`config.mk`:
```
export PLATFORM = sky130hd
export DESIGN_NAME = quad_decoder_flat
export DESIGN_NICKNAME = d
export VERILOG_FILES = /design/src/rtl/quad_decoder_if.sv /design/src/rtl/quad_decoder.sv /design/src/flat_wrapper.sv
export SDC_FILE = /design/constraint.sdc
export NUM_CORES = 1
export LEC_CHECK = 0
export BUFFER_PORTS_ARGS = -buffer_cell sky130_fd_sc_hd__clkbuf_2
export CORE_UTILIZATION = 53
export DETAILED_ROUTE_END_ITERATION = 7
export GPL_ROUTABILITY_DRIVEN = 0
export PLACE_DENSITY = 0.77
export SLEW_MARGIN = 20
export SYNTH_ARGS = -nofsm -noshare
export SYNTH_HDL_FRONTEND = slang
export SYNTH_SLANG_ARGS = --single-unit
export TNS_END_PERCENT = 10
```
`constraint.sdc`:
```
create_clock -name clk -period 2.65 [get_ports clk]
set_input_delay 0 -clock clk [delete_from_list [all_inputs] [get_ports clk]]
set_output_delay 0 -clock clk [all_outputs]
set_load 0.05 [all_outputs]
```
`src/rtl/quad_decoder_if.sv`:
```
// Quadrature decoder bus: control inputs, raw A/B phases and registered results.
//   master : drives en, clr, err_clr, a_in, b_in; observes count, dir, step, err
//   slave  : the decoder side of the same signals
interface quad_decoder_if #(
    parameter int unsigned WIDTH = 8
) ();
    logic             en;
    logic             clr;
    logic             err_clr;
    logic             a_in;
    logic             b_in;
    logic [WIDTH-1:0] count;
    logic             dir;
    logic             step;
    logic             err;

    modport master (
        output en, clr, err_clr, a_in, b_in,
        input  count, dir, step, err
    );

    modport slave (
        input  en, clr, err_clr, a_in, b_in,
        output count, dir, step, err
    );
endinterface

```
`src/rtl/quad_decoder.sv`:
```
// Quadrature decoder: synchronizes A/B, decodes single-bit phase steps into an
// up/down modulo-2^WIDTH count, flags double-bit jumps as a sticky error.
// Ports:
//   clk      : clock, rising edge
//   rst      : synchronous active-high reset
//   bus      : quad_decoder_if.slave (en, clr, err_clr, a_in, b_in in;
//              count, dir, step, err out, all registered)
module quad_decoder #(
    parameter int unsigned WIDTH = 8
) (
    input  logic          clk,
    input  logic          rst,
    quad_decoder_if.slave bus
);

    typedef enum logic [1:0] {
        PRIME0 = 2'd0,
        PRIME1 = 2'd1,
        RUN    = 2'd2
    } state_t;

    state_t           r_state;
    state_t           w_state_nxt;

    logic [1:0]       r_s1;
    logic [1:0]       r_s2;
    logic [1:0]       r_prev;
    logic [1:0]       w_prev_nxt;

    logic [WIDTH-1:0] r_count;
    logic [WIDTH-1:0] w_count_nxt;
    logic             r_dir;
    logic             w_dir_nxt;
    logic             r_step;
    logic             w_step_nxt;
    logic             r_err;
    logic             w_err_nxt;

    logic             w_up;
    logic             w_dn;
    logic             w_bad;

    // Classify the prev -> current phase transition
    always_comb begin
        w_up  = 1'b0;
        w_dn  = 1'b0;
        w_bad = 1'b0;
        case ({r_prev, r_s2})
            4'b00_01, 4'b01_11, 4'b11_10, 4'b10_00: w_up  = 1'b1;
            4'b00_10, 4'b10_11, 4'b11_01, 4'b01_00: w_dn  = 1'b1;
            4'b00_11, 4'b11_00, 4'b01_10, 4'b10_01: w_bad = 1'b1;
            default: ;
        endcase
    end

    // FSM state register
    always_ff @(posedge clk) begin
        if (rst) begin
            r_state <= PRIME0;
        end else begin
            r_state <= w_state_nxt;
        end
    end

    // Next state and datapath next values
    always_comb begin
        w_state_nxt = r_state;
        w_prev_nxt  = r_s2;
        w_count_nxt = r_count;
        w_dir_nxt   = r_dir;
        w_step_nxt  = 1'b0;
        w_err_nxt   = r_err;

        if (bus.err_clr) begin
            w_err_nxt = 1'b0;
        end

        case (r_state)
            // While priming, prev is loaded from s1, i.e. the value s2 takes at
            // this same edge, so prev == s2 on entry to RUN regardless of the
            // input levels at reset release.
            PRIME0: begin
                w_prev_nxt  = r_s1;
                w_state_nxt = PRIME1;
            end
            PRIME1: begin
                w_prev_nxt  = r_s1;
                w_state_nxt = RUN;
            end
            RUN: begin
                if (w_bad) begin
                    w_err_nxt = 1'b1;
                end
                if (bus.en && (w_up || w_dn)) begin
                    w_step_nxt  = 1'b1;
                    w_dir_nxt   = w_up;
                    w_count_nxt = w_up ? (r_count + WIDTH'(1)) : (r_count - WIDTH'(1));
                end
            end
            default: begin
                w_state_nxt = PRIME0;
            end
        endcase

        // Clear overrides the count only; dir and step still reflect the step
        if (bus.clr) begin
            w_count_nxt = '0;
        end
    end

    // Synchronizers and output registers
    always_ff @(posedge clk) begin
        if (rst) begin
            r_s1    <= 2'b00;
            r_s2    <= 2'b00;
            r_prev  <= 2'b00;
            r_count <= '0;
            r_dir   <= 1'b1;
            r_step  <= 1'b0;
            r_err   <= 1'b0;
        end else begin
            r_s1    <= {bus.a_in, bus.b_in};
            r_s2    <= r_s1;
            r_prev  <= w_prev_nxt;
            r_count <= w_count_nxt;
            r_dir   <= w_dir_nxt;
            r_step  <= w_step_nxt;
            r_err   <= w_err_nxt;
        end
    end

    assign bus.count = r_count;
    assign bus.dir   = r_dir;
    assign bus.step  = r_step;
    assign bus.err   = r_err;

endmodule
```
`src/flat_wrapper.sv`:
```
// flat-port wrapper written by rule: the top's interface ports become plain ports
module quad_decoder_flat 
#(
    parameter int unsigned WIDTH = 8
)
  (clk, rst, bus_en, bus_clr, bus_err_clr, bus_a_in, bus_b_in, bus_count, bus_dir, bus_step, bus_err);
  quad_decoder_if #(.WIDTH(WIDTH)) bus_i ();
  input  logic clk;
  input  logic rst;
  input wire logic [$bits(bus_i.en)-1:0] bus_en;
  input wire logic [$bits(bus_i.clr)-1:0] bus_clr;
  input wire logic [$bits(bus_i.err_clr)-1:0] bus_err_clr;
  input wire logic [$bits(bus_i.a_in)-1:0] bus_a_in;
  input wire logic [$bits(bus_i.b_in)-1:0] bus_b_in;
  output wire logic [$bits(bus_i.count)-1:0] bus_count;
  output wire logic [$bits(bus_i.dir)-1:0] bus_dir;
  output wire logic [$bits(bus_i.step)-1:0] bus_step;
  output wire logic [$bits(bus_i.err)-1:0] bus_err;
  assign bus_i.en = bus_en;
  assign bus_i.clr = bus_clr;
  assign bus_i.err_clr = bus_err_clr;
  assign bus_i.a_in = bus_a_in;
  assign bus_i.b_in = bus_b_in;
  assign bus_count = bus_i.count;
  assign bus_dir = bus_i.dir;
  assign bus_step = bus_i.step;
  assign bus_err = bus_i.err;
  quad_decoder #(.WIDTH(WIDTH)) u_core (.clk(clk), .rst(rst), .bus(bus_i));
endmodule
```
==> results.toml, run 1 <==
[clock_network]
clkLatencyLatePin_ns = 0.30
cts_root_buf = "clkbuf_4"
clockBufferDepth = 2
cts_tree = "built"
cts_setup_buffers = 0
htreeDepth = 1
cts_made_buffers = 3
clkTransAtPathRegs_ns = 0.11
cts.sinks = 19

[floorplanning]
die-height_um = 44.75
die_x_um = 44.75
core-area_um2 = 1727
die_area_um2 = 2002
ios = 18
start_util = 0.5609
rows = 15

[power_and_ir_drop]
intPower_w = 0.0004067
pwr-share-seq = 0.544
p_sw_frac = 0.2972
leakage_nw = 0.4863
ir_worst_vdd_mv = 0.3837
share_comb_of_total_power = 0.199
cellPowerDensity_nw_per_um2 = 512.2
p_switching_w = 0.0001720
clkPwrFrac = 0.257

[critical_path]
end_kind = "flip-flop"
cp.required_ns = 2.90
criticalPathCategory = "flip-flop to flip-flop"
critPathArrivalTime_ns = 2.69
cp-start-kind = "flip-flop"
crit_fanout = 8
reg2reg_from = "u_core.r_s2[1]"
critPathLaunch = "u_core.r_s2[1]"

[drt]
drt_iter0_markers = 9
ant_nets = 0
wl_mm = 1.785
firstDrtPassIters = 2
via_per_inst = 5.239
dr_total_vias = 812
drc = 0
wl_per_cell_um = 11.52

[logic_synthesis]
synth_compound_area_frac = 0.1240
ys_seq_elements = 19
avgSynthCellArea_um2 = 8.885
synth_top_family_by_area = "simple AND/OR/NAND/NOR gates"
synth_cell_types = 31
synth-xor-area-share = 0.09044
yosysSeqAreaShare = 0.3928
yosys.area.top_type = "dfxtp_1"
syn-instance-count = 109
synth_fa_ha_area_frac = 0.09819
ys_warn_count = 0
netlist_area_um2 = 968.4
synthesis.nets = 123
synth-simple-area-share = 0.2132
synthTopCellsByArea = "dfxtp_1 39%, ha_1 7.8%, xnor2_1 5.4%"
muxShareOfSynthArea = 0.04264
synth_top_area_frac = 0.3928

[placed_design]
port_buffers = 17
hpwl_mm = 1.325

[timing]
hold_viol_final = 0
relSlewSlack = 0.7292
period_share = 0.9208
tightest_slew_ns = 0.3960
period_minus_slack_ns = 2.440
slew_violations = 0
fin_worst_skew_ns = 0.003028
hold_ws_ns = 0.04964
rsz0062_at_grt = "no"
max_freq_ghz = 0.4098
setup_violations = 0
tns_ns = 0

[final_layout]
fin_nets = 145
diodes = 0
syn_to_final_growth_pct = 16.67
drive_above_1_share = 0.2000

[grt]
grt_pass1_vias = 781
grt_overflow = 0
grt_usage = 0.2047
grt_pass1_wl_mm = 2.987
grt_max_degree = 15
antenna_found_initial = 0

[run_status]
outcome = "complete, no violations"

[run]
drv_cap = 0

[worst_hold_path]
min_from = "rst"
hp-class = "input pin to flip-flop"
[synthesized netlist by cell type]
library cell  count
dfxtp_1          19
nor2_1           13
nand2_1          10
a21oi_1           8
ha_1              6
xnor2_1           6
nor2b_1           5
inv_1             4
nand3_1           4
xor2_1            4
clkbuf_1          3
mux2i_1           3
o21ai_0           3
nor3_1            2
o21a_1            2
or2_2             2
a2111oi_0         1
a211o_2           1
a211oi_1          1
a21o_1            1
and4bb_2          1
buf_6             1
fa_1              1
mux2_2            1
nand3b_1          1
nor4_1            1
o31a_1            1
o31ai_1           1
or2_1             1
or3_1             1
or4_1             1
[layer usage]
| metal | vias up | part of all wire | GRT usage |
|---|---|---|---|
| li1 | 413 | - | - |
| met5 | - | 0 | 0 |
| met1 | 379 | 0.46 | 0.2242 |
| met2 | 15 | 0.49 | 0.3529 |
| met4 | 0 | 0.024 | 0.1273 |
| met3 | 5 | 0.022 | 0.05200 |
[through the flow]
step	util	std cells	setup WS, ns	cell area, um^2	total power (W)
after global routing	0.6543	155	0.1250	1130	0.0006108
after floorplan	-	109	0.3519	968.4	0.0004100
after CTS	0.6543	155	0.2115	1130	0.0005832
after detailed placement	0.6152	147	0.2361	1062	0.0004309
final	0.6543	155	0.2098	1130	0.0005787
after global placement	0.6152	147	0.2967	1062	0.0004267
[what timing repair did]
action	in CTS	in global routing
gates resized for setup	0	0
endpoints found under the hold margin	4	0
hold buffers	4	0
[layout make-up]
class / count / area (um^2)
clock buffer: 3 / 22.52
timing repair buffer: 21 / 125.1
sequential: 19 / 380.4
tap: 25 / 31.28
fill: 158 / 596.8
clock inverter: 1 / 5.005
multi-input combinational: 82 / 550.5
inverter: 4 / 15.01
[sequential cells by signal, indices dropped and copies added (netlist names)]
name / flops
u_core.r_s2: 2
u_core.r_s1: 2
u_core.bus.step: 1
u_core.r_state: 2
u_core.bus.dir: 1
u_core.bus.err: 1
u_core.bus.count: 8
u_core.r_prev: 2
[worst paths after layout]
path / end / slack (ns) / depth (start not counted)
min reg2reg: u_core.r_s2[0] / 0.48 / 1
max reg2reg: u_core.bus.count[6] / 0.21 / 8
min: u_core.r_prev[1] / 0.05 / 2
max: u_core.bus.count[6] / 0.21 / 8
[kinds of logic (layout without fill, tap and decap cells)]
| group | after synthesis | in the layout |
|---|---|---|
| multiplexers | 4 | 4 |
| AO/OA/AOI/OAI | 19 | 19 |
| adder cells (fa/ha/maj) | 7 | 7 |
| buffers and inverters | 8 | 29 |
| AND/OR/NAND/NOR | 42 | 42 |
| flip-flops | 19 | 19 |
| XOR/XNOR | 10 | 10 |
[critical path, stage by stage, from the launching register on]
cell     delay [ns]
dfxtp_1        0.35
xor2_1         0.16
or2_2          0.38
ha_1           0.35
nor2b_1        0.16
o31a_1         0.24
o21a_1         0.18
or4_1          0.47
nand3_1        0.09
[power by group through the flow]
stage | registers, W | logic (W) | clock network (W)
after detailed placement | 0.000321 | 0.000110 | 0
after global routing | 0.000317 | 0.000126 | 0.000167
after CTS | 0.000315 | 0.000115 | 0.000153
final | 0.000315 | 0.000115 | 0.000149
after global placement | 0.000320 | 0.000107 | 0
after floorplan | 0.000324 | 0.0000856 | 0
[layout by cell type (no fill, tap or decap), types with 2 or more instances in the layout]
master	instances
dlygate4sd3_1	4
clkbuf_2	17
mux2i_1	3
xor2_1	4
nor2b_1	5
xnor2_1	6
dfxtp_1	19
or2_2	2
nand2_1	10
nand3_1	4
o21ai_0	3
o21a_1	2
a21oi_1	8
nor3_1	2
ha_1	6
inv_1	4
clkbuf_4	3
nor2_1	13
Note: power is estimated with default switching activity, not from simulation.
==> run 2: changes to the inputs <==
clock period = 2.3 ns   (was 2.65 ns; I/O delays follow)
==> run 2 against run 1 <==
Compared with the run above: combinational power grew 37%; sequential share of layout area shrank 2.2 points; largest power group unchanged; clock power up 15%; power up 20%; critical path type unchanged; sequential power is 16% higher.
==> results.toml, run 2 (synthesized netlist as in run 1, its figures left out) <==
[run_status]
outcome = "complete, no violations"

[critical_path]
criticalPathCategory = "flip-flop to flip-flop"
critPathArrivalTime_ns = 2.46
slowest_stage = "or4_1"
crit_chain = "xnor2_1 -> or2_4 -> inv_1 -> fa_1 -> nor2b_2 -> o31a_1 -> o21a_1 -> or4_1 -> nand3_1"
slowest_delay_ns = 0.46
end_kind = "flip-flop"
crit_fanout = 6
cp.required_ns = 2.55
cp-start-kind = "flip-flop"

[grt]
grt_max_degree = 15
grt_pass1_wl_mm = 3.484
antenna_found_initial = 0
grt_pass1_vias = 802
grt_overflow = 0
grt_usage = 0.2456

[floorplanning]
die-height_um = 44.75
ios = 18
core-area_um2 = 1727
die_area_um2 = 2002
rows = 15
start_util = 0.5609
die_x_um = 44.75

[drt]
wl_mm = 2.081
via_per_inst = 5.321
drc = 0
firstDrtPassIters = 5
drt_iter0_markers = 19
dr_total_vias = 862
ant_nets = 0
wl_per_cell_um = 12.85

[timing]
hold_viol_final = 0
period_minus_slack_ns = 2.212
finalWorstSetupSlack_ns = 0.08819
rsz0062_at_grt = "no"
tightest_slew_ns = 0.4060
setup_violations = 0
max_freq_ghz = 0.4521
slew_violations = 0
fin_worst_skew_ns = 0.001421
period_share = 0.9617
relSlewSlack = 0.7284

[clock_network]
cts.sinks = 19
htreeDepth = 1
clockBufferDepth = 2
cts_made_buffers = 3
cts_tree = "built"
clkTransAtPathRegs_ns = 0.10
cts_root_buf = "clkbuf_4"
clkLatencyLatePin_ns = 0.30
cts_setup_buffers = 0

[placed_design]
post-place-cells = 154
hpwl_mm = 1.570
port_buffers = 17
placed_cell_area_um2 = 1115
place_ws_ns = -0.04926

[final_layout]
regArea_um2 = 382.9
fin_cells = 162
syn_to_final_growth_pct = 25.84
layout_common_cells = "17 x clkbuf_2, 17 x dfxtp_1, 13 x nor2_1"
multi_input_area_um2 = 585.6
largest_reg_flops = 8
final_cell_area_um2 = 1219
fin_nets = 152
diodes = 0
fillers = 144
drive_above_1_share = 0.2774

[worst_hold_path]
hp-class = "input pin to flip-flop"

[power_and_ir_drop]
cellPowerDensity_nw_per_um2 = 568.8
ir_worst_vdd_mv = 0.5210
leakage_nw = 0.5216

[run]
drv_cap = 0
==> run 2: changes by cell type in the layout (fill, tap and decap cells not counted), moves of 2 or more <==
| cell | previous run | this run |
|---|---|---|
| ha_4 | 0 | 2 |
| dfxtp_2 | 0 | 2 |
| dfxtp_1 | 19 | 17 |
| ha_1 | 6 | 4 |
| buf_4 | 0 | 7 |
==> run 2: critical path, delay by kind of cell, from the launching register on <==
family                     cells  cell delay, ns
DFF                            1            0.34
and+or+nand+nor                4            0.92
xor gates and xnor gates       1            0.13
buffers and inverters          1            0.11
adders and majority gates      1            0.23
AOI/OAI and AO/OA              2            0.43
==> run 2: metrics by stage <==
stage / setup TNS, ns / power [W] / util / hold WS (ns)
final: 0 / 0.0006932 / 0.7058 / 0.04058
after global routing: 0 / 0.0007248 / 0.7058 / 0.05763
after CTS: 0 / 0.0006869 / 0.6855 / 0.04280
after detailed placement: -0.06062 / 0.0005132 / 0.6457 / 0.2163
after global placement: 0 / 0.0005039 / 0.6457 / 0.2134
after floorplan: 0 / 0.0004724 / - / 0.07161
==> run 2: repair_timing <==
action | 4_1_cts | 5_1_grt
cloned | 0 | 0
endpoints found under the setup margin | 2 | 3
pin swaps | 0 | 1
hold endpoints to repair | 4 | 0
gates resized for setup | 1 | 8
hold buffers | 4 | 0
==> run 2: worst paths after layout <==
check                      start             endpoint  slack, ns  cells after the start
hold reg to reg   u_core.r_s1[0]       u_core.r_s2[0]       0.46                      1
hold / removal               rst       u_core.r_s2[0]       0.04                      2
setup reg to reg  u_core.r_s2[0]  u_core.bus.count[6]       0.09                      9
setup / recovery  u_core.r_s2[0]  u_core.bus.count[6]       0.09                      9
==> run 2: report_power, final <==
| group | switching, W | leakage (nW) | internal, W |
|---|---|---|---|
| clock network | 0.000104 | 0.0150 | 0.0000678 |
| logic | 0.0000844 | 0.351 | 0.0000731 |
| registers | 0.0000183 | 0.156 | 0.000345 |
| total | 0.000207 | 0.522 | 0.000486 |
==> run 2: area by class of cell <==
type	instances	area share
inverter	4	0.01232
tap	25	0.02567
clock buffer	4	0.02156
timing repair buffer	28	0.1458
sequential	19	0.3142
multi-input combinational	82	0.4805
==> run 2: per-layer routing <==
layer / part of all wire / routed length (um) / global-route usage
met1: 0.44 / 919 / 0.2832
met2: 0.51 / 1055 / 0.4382
met3: 0.038 / 79 / 0.06000
met4: 0.012 / 26 / 0.09091
met5: 0 / 0 / 0
==> run 3: changes to the inputs <==
PLACE_DENSITY = default   (was 0.77)
PLACE_DENSITY_LB_ADDON = 0.15   (was default)
==> run 3 against run 2 <==
Compared with the run above: setup slack improved by 0.0040 ns; flip-flop and latch count stayed put; sequential power about the same; highest routed layer unchanged; largest cell class unchanged.
==> results.toml, run 3 (synthesized netlist as in run 1, its figures left out) <==
[timing]
hold_viol_final = 0
period_minus_slack_ns = 2.208
tns_ns = 0
setup_violations = 0
relSlewSlack = 0.7008
slew_violations = 0
fin_worst_skew_ns = 0.002811
rsz0062_at_grt = "no"
tightest_slew_ns = 0.4374
finalWorstSetupSlack_ns = 0.09219
period_share = 0.9599
max_freq_ghz = 0.4529

[placed_design]
placed_cell_area_um2 = 1122
place_ws_ns = -0.02394
hpwl_mm = 1.419
port_buffers = 17

[run]
drv_cap = 0

[floorplanning]
ios = 18
start_util = 0.5609
die-height_um = 44.75
rows = 15
core-area_um2 = 1727
die_x_um = 44.75
die_area_um2 = 2002

[grt]
grt_pass1_vias = 752
antenna_found_initial = 0
grt_max_degree = 15
grt_usage = 0.2175
grt_pass1_wl_mm = 3.049
grt_overflow = 0

[critical_path]
reg2reg_depth = 9
cp-start-kind = "flip-flop"
criticalPathCategory = "flip-flop to flip-flop"
critPathArrivalTime_ns = 2.46
end_kind = "flip-flop"
cp.required_ns = 2.55
crit_fanout = 5

[drt]
dr_total_vias = 854
firstDrtPassIters = 4
wl_met2_um = 974
drt_iter0_markers = 16
routed.top_layer = "met4"
wl_per_cell_um = 12.37
via_per_inst = 5.239
drc = 0
ant_nets = 0
wl_mm = 2.017
met3WireLength_um = 71
wl_met1_um = 922

[clock_network]
clkTransAtPathRegs_ns = 0.11
clkLatencyLatePin_ns = 0.30
htreeDepth = 1
cts_tree = "built"
cts_made_buffers = 3
cts.sinks = 19
clockBufferDepth = 2
cts_root_buf = "clkbuf_4"

[final_layout]
diodes = 0
layout_common_cells = "19 x dfxtp_1, 17 x clkbuf_2, 13 x nor2_1"
fillers = 152
regArea_um2 = 380.4
largest_reg_flops = 8
final_common_cell = "dfxtp_1"
drive_above_1_share = 0.2899
fin_util = 0.7239
final_cell_area_um2 = 1250
syn_to_final_growth_pct = 29.07
fin_nets = 153
multi_input_area_um2 = 610.6

[run_status]
outcome = "complete, no violations"

[power_and_ir_drop]
clkPwrFrac = 0.246
pwr-share-seq = 0.518
p_switching_w = 0.0002095
ir_worst_vdd_mv = 0.4381
fin_total_pwr_w = 0.0006995
leakage_nw = 0.5285
share_comb_of_total_power = 0.236
cellPowerDensity_nw_per_um2 = 559.6
intPower_w = 0.0004900
p_sw_frac = 0.2995

[worst_hold_path]
hp-class = "input pin to flip-flop"
holdPathStages = 2
run 3: cell types whose count changed in the layout (fill, tap and decap cells not counted), sizes merged:
cell,previous run,this run
clkinv,0,1
buf,7,8
clkbuf,21,20
run 3: power groups by stage:
stage          sequential [W]  combinational [W]  clock (W)
3_3_place_gp         0.000369           0.000139          0
6_report             0.000363           0.000165   0.000172
2_1_floorplan        0.000374          0.0000987          0
5_1_grt              0.000365           0.000182   0.000189
3_5_place_dp         0.000370           0.000143          0
4_1_cts              0.000362           0.000153   0.000180
run 3: what timing repair did:
action,4_1_cts,5_1_grt
endpoints found under the hold margin,4,0
setup buffers,0,0
hold buffers,4,0
setup endpoints to repair,2,2
resized for setup,2,5
run 3: critical path: stages, from the launching register on:
cell	delay, ns
dfxtp_1	0.35
xor2_1	0.14
or2_4	0.28
inv_1	0.11
fa_1	0.22
nor2b_1	0.07
o31a_1	0.24
o21a_1	0.18
or4_1	0.47
nand3_1	0.09
run 3: final timing paths:
check | startpoint | end | slack (ns)
setup reg to reg | u_core.r_prev[0] | u_core.bus.count[6] | 0.09
hold reg to reg | u_core.r_s1[1] | u_core.r_s2[1] | 0.48
setup / recovery | u_core.r_prev[0] | u_core.bus.count[6] | 0.09
hold / removal | rst | u_core.r_s2[1] | 0.04
run 3: final cells by class:
type                       instances  share of cell area
multi-input combinational         82              0.4885
tap                               25             0.02503
inverter                           4             0.01201
timing repair buffer              29              0.1481
clock inverter                     1            0.004004
clock buffer                       3             0.01802
sequential                        19              0.3043
run 3: through the flow:
stage                     cells  hold WS, ns
after floorplan             109      0.07161
after global placement      155       0.2100
after detailed placement    155       0.2149
after CTS                   163      0.03427
final                       163      0.04075
after global routing        163      0.06403
run 3: routing by layer:
layer | GRT usage | up-vias
met4 | 0.1576 | 0
met1 | 0.2469 | 392
met5 | 0 | -
met2 | 0.3647 | 27
met3 | 0.04000 | 5
li1 | - | 430
